## src/rtl/wb_pkg.sv

```systemverilog
// Shared types and constants for the Wishbone command master and its
// LED-sweep slave.
package wb_pkg;

    typedef enum logic [1:0] {
        IDLE = 2'd0,
        REQ  = 2'd1,
        WAIT = 2'd2,
        RSP  = 2'd3
    } wb_state_t;

    localparam int WB_AW = 1;
    localparam int WB_DW = 32;

    localparam logic [WB_AW-1:0] STATUS_ADR = 1'b0;

endpackage

```

## src/rtl/wb_watchdog.sv

```systemverilog
// Saturating cycle counter that flags expiry once it reaches TIMEOUT-1.
module wb_watchdog #(
    parameter int TIMEOUT = 64,
    parameter int TW      = $clog2(TIMEOUT + 1)
) (
    input  logic i_clk,
    input  logic i_rst,
    input  logic i_clr,
    input  logic i_en,
    output logic o_expire
);

    localparam logic [TW-1:0] LIMIT = TW'(TIMEOUT - 1);

    logic [TW-1:0] r_count;

    always_ff @(posedge i_clk or posedge i_rst) begin
        if (i_rst) begin
            r_count <= '0;
        end else if (i_clr) begin
            r_count <= '0;
        end else if (i_en && (r_count != LIMIT)) begin
            r_count <= r_count + 1'b1;
        end
    end

    assign o_expire = (r_count == LIMIT);

endmodule

```

## src/rtl/wb_cmd_master.sv

```systemverilog
// Single-outstanding Wishbone B4 pipelined master: one bus cycle and one
// response per accepted command, with a timeout watchdog.
module wb_cmd_master
    import wb_pkg::*;
#(
    parameter int AW      = WB_AW,
    parameter int DW      = WB_DW,
    parameter int TIMEOUT = 64,
    parameter int TW      = $clog2(TIMEOUT + 1)
) (
    input  logic          clk_i,
    input  logic          rst_i,
    input  logic          cmd_valid_i,
    output logic          cmd_ready_o,
    input  logic          cmd_we_i,
    input  logic [AW-1:0] cmd_adr_i,
    input  logic [DW-1:0] cmd_dat_i,
    output logic          rsp_valid_o,
    output logic [DW-1:0] rsp_dat_o,
    output logic          rsp_err_o,
    output logic          wb_cyc_o,
    output logic          wb_stb_o,
    output logic          wb_we_o,
    output logic [AW-1:0] wb_adr_o,
    output logic [DW-1:0] wb_dat_o,
    input  logic          wb_ack_i,
    input  logic          wb_stall_i,
    input  logic [DW-1:0] wb_dat_i
);

    wb_state_t r_state;
    logic      w_expire;
    logic      w_ack_ok;

    wb_watchdog #(
        .TIMEOUT (TIMEOUT),
        .TW      (TW)
    ) u_watchdog (
        .i_clk    (clk_i),
        .i_rst    (rst_i),
        .i_clr    (r_state == IDLE),
        .i_en     (wb_cyc_o),
        .o_expire (w_expire)
    );

    // An ack only counts once the request has left the stall phase.
    assign w_ack_ok    = wb_ack_i && !((r_state == REQ) && wb_stall_i);
    assign cmd_ready_o = (r_state == IDLE);

    always_ff @(posedge clk_i or posedge rst_i) begin
        if (rst_i) begin
            r_state     <= IDLE;
            wb_cyc_o    <= 1'b0;
            wb_stb_o    <= 1'b0;
            wb_we_o     <= 1'b0;
            wb_adr_o    <= '0;
            wb_dat_o    <= '0;
            rsp_valid_o <= 1'b0;
            rsp_dat_o   <= '0;
            rsp_err_o   <= 1'b0;
        end else begin
            rsp_valid_o <= 1'b0;
            case (r_state)
                IDLE: begin
                    if (cmd_valid_i) begin
                        wb_we_o  <= cmd_we_i;
                        wb_adr_o <= cmd_adr_i;
                        wb_dat_o <= cmd_dat_i;
                        wb_cyc_o <= 1'b1;
                        wb_stb_o <= 1'b1;
                        r_state  <= REQ;
                    end
                end
                REQ, WAIT: begin
                    if ((r_state == REQ) && !wb_stall_i) begin
                        wb_stb_o <= 1'b0;
                    end
                    // Ack beats a same-cycle timeout.
                    if (w_ack_ok || w_expire) begin
                        wb_cyc_o    <= 1'b0;
                        wb_stb_o    <= 1'b0;
                        rsp_valid_o <= 1'b1;
                        rsp_err_o   <= !w_ack_ok;
                        if (w_ack_ok && !wb_we_o) begin
                            rsp_dat_o <= wb_dat_i;
                        end
                        r_state <= RSP;
                    end else if (!wb_stall_i) begin
                        r_state <= WAIT;
                    end
                end
                RSP: begin
                    r_state <= IDLE;
                end
                default: begin
                    r_state <= IDLE;
                end
            endcase
        end
    end

endmodule

```

## config.mk

```make
export PLATFORM = sky130hd
export DESIGN_NAME = wb_cmd_master
export DESIGN_NICKNAME = d
export VERILOG_FILES = /design/src/rtl/wb_pkg.sv /design/src/rtl/wb_watchdog.sv /design/src/rtl/wb_cmd_master.sv
export SDC_FILE = /design/constraint.sdc
export NUM_CORES = 1
export LEC_CHECK = 0
export CAP_MARGIN = 10
export CORE_UTILIZATION = 39
export CTS_CLUSTER_SIZE = 30
export DETAILED_ROUTE_END_ITERATION = 10
export PLACE_DENSITY = 0.76
export SLEW_MARGIN = 25
export SYNTH_ARGS = -nofsm -noshare
export SYNTH_HDL_FRONTEND = slang
export SYNTH_SLANG_ARGS = --single-unit
export TNS_END_PERCENT = 50
```

## constraint.sdc

```tcl
create_clock -name clk_i -period 3.95 [get_ports clk_i]
set_input_delay 0.9875 -clock clk_i [delete_from_list [all_inputs] [get_ports clk_i]]
set_output_delay 0.9875 -clock clk_i [all_outputs]
set_load 0.005 [all_outputs]
```

# Word level (Yosys, flattened, before mapping)
# Cells that the tools add are included.
dict set report totals {
  regBits 79
  word_cells 54
  output_inout_bits 71
}
dict set report classes {
  n_eq_ne 9
  n_reduce_logical 20
  addsub 1
  muxes 14
}
# cell count
set op_table {}
lappend op_table {{$mux W7} 2}
lappend op_table {{$reduce_and A3 Y1} 3}
lappend op_table {{$add A7 B1 Y7 const B} 1}
lappend op_table {{$eq A7 B6 Y1 const B} 1}
lappend op_table {{$ne A7 B6 Y1 const B} 1}
lappend op_table {{$mux W1} 6}
lappend op_table {{$mux W2} 3}
lappend op_table {{$ne A3 B3 Y1 const B} 2}
lappend op_table {{$pmux W2 S3} 1}
lappend op_table {{$reduce_and A2 Y1} 3}
lappend op_table {{$logic_and A1 B1 Y1} 5}
lappend op_table {{$eq A2 B2 Y1 const B} 2}
lappend op_table {{$logic_not A1 Y1} 4}
lappend op_table {{$ne A2 B2 Y1 const B} 2}
lappend op_table {{$pmux W1 S2} 2}
lappend op_table {{$reduce_bool A2 Y1} 2}
lappend op_table {{$eq A2 B1 Y1 const B} 1}
lappend op_table {{$logic_not A2 Y1} 1}
lappend op_table {{$reduce_or A2 Y1} 1}
lappend op_table {{$logic_or A1 B1 Y1} 1}

# Depth between registers and ports, before layout
dict set report logic_depth {
  depth_word 7
  ltp_mapped 9
  ltp_nobuf 6
}

# By module
# From an unflattened synthesis, not the netlist that was laid out.
dict set report unflattened {
  cells_unflattened 216
  hier_area_um2 3320.7
}
# mod seq_area_each_um2 cells_each area_each_um2 instances
set by_module_without_submodules {}
lappend by_module_without_submodules {wb_cmd_master 1801.7 176 2926.6 1}
lappend by_module_without_submodules {wb_watchdog 175.2 40 394.1 1}

# Worst setup path before layout
# No wires, ideal clock.
dict set report synth_path {
  path_type {input to register}
  from {in wb_ack_i}
  to {reg rsp_dat_o[0]}
  setup_time_ps 125
  required_ps 3825
  n_path_buf 2
  t_arrival_ps 1866
  stages 6
  setup_slack_ps 1959
  cell_sequence {nand2_4 -> a21oi_4 -> nor2b_4 -> buf_6 -> buf_12 -> mux2_4}
}
dict set report synth_between {
  elab_chain_cells 3
  word_cells_on_any_way 4
  classes_between {reduce/logical: 4}
}
# element line_no
set synth_lines {}
lappend synth_lines {{from (decl)} wb_cmd_master.sv:26} ;# input logic wb_ack_i,
lappend synth_lines {{$logic_and A1 B1 Y1 (*)} wb_cmd_master.sv:47} ;# assign w_ack_ok = wb_ack_i && !((r_state == REQ) && wb_stall_i);
lappend synth_lines {{$logic_or A1 B1 Y1 or $logic_and A1 B1 Y1 (tied branches)} {wb_cmd_master.sv:79, wb_cmd_master.sv:84}}
lappend synth_lines {{$reduce_and A3 Y1 (no source line) (*)} -}
lappend synth_lines {{to (signal assigned)} wb_cmd_master.sv:85} ;# rsp_dat_o <= wb_dat_i;
lappend synth_lines {{to (decl)} wb_cmd_master.sv:19} ;# output logic [DW-1:0] rsp_dat_o,
# Every way passes the cells marked *; elsewhere a longest branch is shown, timed or not.
# A chain may end at the register's enable or synchronous reset.

# Final worst setup path
dict set report layout_path {
  from {reg r_state[0]}
  to {out cmd_ready_o}
}
dict set report layout_between {
  elab_chain_cells 1
}
# element line_no
set layout_lines {}
lappend layout_lines {{from (decl)} wb_cmd_master.sv:31} ;# wb_state_t r_state;
lappend layout_lines {{from (signal assigned)} wb_cmd_master.sv:52} ;# r_state <= IDLE;
lappend layout_lines {{from (signal assigned)} wb_cmd_master.sv:71} ;# r_state <= REQ;
lappend layout_lines {{from (signal assigned)} wb_cmd_master.sv:87} ;# r_state <= RSP;
lappend layout_lines {{$logic_not A2 Y1} wb_cmd_master.sv:48} ;# assign cmd_ready_o = (r_state == IDLE);
lappend layout_lines {{to (decl)} wb_cmd_master.sv:14} ;# output logic cmd_ready_o,
# No other way between the ends.

==> metrics.txt <==
WL final 7060 um; ys flop type dfrtp_1; routability congestion estimate 0.8386; first-pass GRT wire length 11,360 um; core area 8217 sq um; Crit-path slowest cell clkdlybuf4s50_1; family with the most delay on the worst path buffers and inverters; unrepaired setup endpoints after global routing no; vias 2,244; clock-pin slew on the worst setup and hold paths 90 ps; Distinct cells, synth 29; CP max stage delay 580 ps; CP Class flip-flop to primary output; worst hold-check path type flip-flop to flip-flop; Post CTS Setup Buffer Count 0; Ys Warns 0; slew margin rel. 58.68%; crit path time final 2793 ps; TritonRoute pass-1 iters 4; status completed; row cnt 33; CP endpoint kind primary output; required time worst endpoint 2960 ps; leakage power figure 2.165 nW; HPWL after DPL 5056 um; Tot GR Track Use 16.88%; full die area 8861 sq um; Synth async-reset ratio 100.0%; Resized Gates After CTS 0; GRT overflow 0; synthesized net count 289; Max Slew Vio Count 0; Crit path buffers/inverters 2; clk_skew 12.81 ps; clk sink count 79; Crit Path Max Fanout 11; Worst EP arrival 1810 ps; clk buf depth 2; synthesized area per cell 15.47 sq um; die height 94.14 um; Fin Setup TNS 0 ps; vias in the first global route 2,326; CTS H-tree lvls 3; clk_lat worst skew 340 ps; initial antenna violation count 0; max frequency 0.3580 GHz; Pwr per Cell Area 775.6 nW/um^2; Max rail drop VDD 0.3818 mV; Port Buf Inserts 141; Wirelength per Cell 15.02 um; layout cells sized above 1 24.66%; total CTS buffers 9; Period Utilization, post-route 70.71%; fillers 678; detailed router's first-iteration violation count 36; Starting Density 40.29%; ANT nets after route 0; synthesized area 3311 sq um; CTS tree built; Vias/cell 4.774; CP Launch Type flip-flop; max_cap viols 0; Die X 94.14 um; Layout area overhead 51.28%; sequential area share after synthesis 59.71%; Hold Buf Count CTS 0; Synth Register Bits 79; drc violations 0; largest net degree at the start of global routing 37; Util after Layout 60.96%; final setup fails 0; Synth Instances 214; CTS Root Cell clkbuf_8; n_diodes 0; nets@finish 435; measured slew at the worst slew-check pin 619.1 ps; Final Hold Violating Endpoints 0; I/O pin count 142; crit-path cells inv_1, ha_1, clkdlybuf4s50_1; worst hold slack 507.6 ps; Post-synth EDFFs 0
## final cells by class
type	count	area [sq um]	share of cell area, %
Clock buffer	10	137.6	2.748
Clock inverter	6	93.84	1.874
Inverter	7	27.53	0.5496
Multi-Input combinational cell	118	1200	23.96
Sequential cell	79	1977	39.47
Tap cell	105	131.4	2.623
Timing Repair Buffer	145	1441	28.78
## state kept, by name, indices dropped and copies added, names as in the netlist
signal and flops:
r_state 2, rsp_dat_o 32, rsp_err_o 1, rsp_valid_o 1, u_watchdog.r_count 7, wb_adr_o 1
wb_cyc_o 1, wb_dat_o 32, wb_stb_o 1, wb_we_o 1
## cell usage after synthesis (all sizes together) (2+ instances only)
| library cell | instances | area share, % |
|---|---|---|
| a21oi | 8 | 1.5 |
| nor2 | 14 | 1.6 |
| nor3 | 2 | 0.30 |
| mux2 | 66 | 26 |
| nand2 | 4 | 0.68 |
| dfrtp | 79 | 60 |
| o22ai | 2 | 0.38 |
| buf | 10 | 3.3 |
| mux2i | 2 | 0.60 |
| o21ai | 3 | 0.45 |
| nand4 | 2 | 0.38 |
| ha | 4 | 1.5 |
| inv | 7 | 0.79 |
## report_power, final
part	switching (W)	internal [W]
clock	0.000297	0.000376
combinational	0.000556	0.00123
sequential	0.000221	0.00120
## metal layers
layer	vias up	GRT usage, %	part of all wire (%)
li1	1039	-	-
met5	-	0	0
met4	0	6.538	1.1
met2	108	24.64	43
met3	8	6.796	9.8
met1	1089	22.31	46
## kinds of logic after synthesis
kind of cell | after synthesis | synth area share (%)
DFF | 79 | 59.71
AOI/OAI and AO/OA | 17 | 3.477
and+or+nand+nor | 27 | 4.270
adders and majority gates | 4 | 1.512
muxes | 68 | 26.46
xor gates and xnor gates | 2 | 0.5292
buffers and inverters | 17 | 4.044
## path summary, 6_finish.rpt
path	start	endpoint	slack, ps	cells after the start
min reg2reg	wb_dat_o[1]$_DFFE_PP0P_	wb_dat_o[1]$_DFFE_PP0P_	510	1
max in group asynchronous	rst_i	wb_dat_o[1]$_DFFE_PP0P_	2090	3
max reg2reg	r_state[0]$_DFFE_PP0P_	rsp_dat_o[8]$_DFFE_PP0P_	1600	7
min in group asynchronous	rst_i	rsp_dat_o[22]$_DFFE_PP0P_	1030	2
min	wb_dat_o[1]$_DFFE_PP0P_	wb_dat_o[1]$_DFFE_PP0P_	510	1
max	r_state[0]$_DFFE_PP0P_	cmd_ready_o	1160	3
## metrics by stage
| step | worst slack [ps] | cell area (sq um) | total power [W] | instances |
|---|---|---|---|---|
| after CTS | 1129 | 5009 | 0.003935 | 470 |
| after global placement | 1061 | 4777 | 0.003194 | 454 |
| after floorplan | 939.1 | 3311 | 0.002361 | 214 |
| after detailed placement | 1026 | 4777 | 0.003242 | 454 |
| after global routing | 1047 | 5009 | 0.004151 | 470 |
| final | 1157 | 5009 | 0.003885 | 470 |
## cell usage in the layout, fill, tap and decap left out, types with 2 or more instances in the layout
master	instances
a21oi_1	7
buf_4	4
bufinv_16	2
clkbuf_8	10
clkdlybuf4s50_1	141
clkinv_4	3
dfrtp_1	79
ha_1	4
inv_1	6
mux2_2	36
mux2_4	30
mux2i_1	2
nand2_1	3
nand4_1	2
nor2_1	14
nor3_1	2
o21ai_0	3
o22ai_1	2
Power figures use the tool's default switching activity.
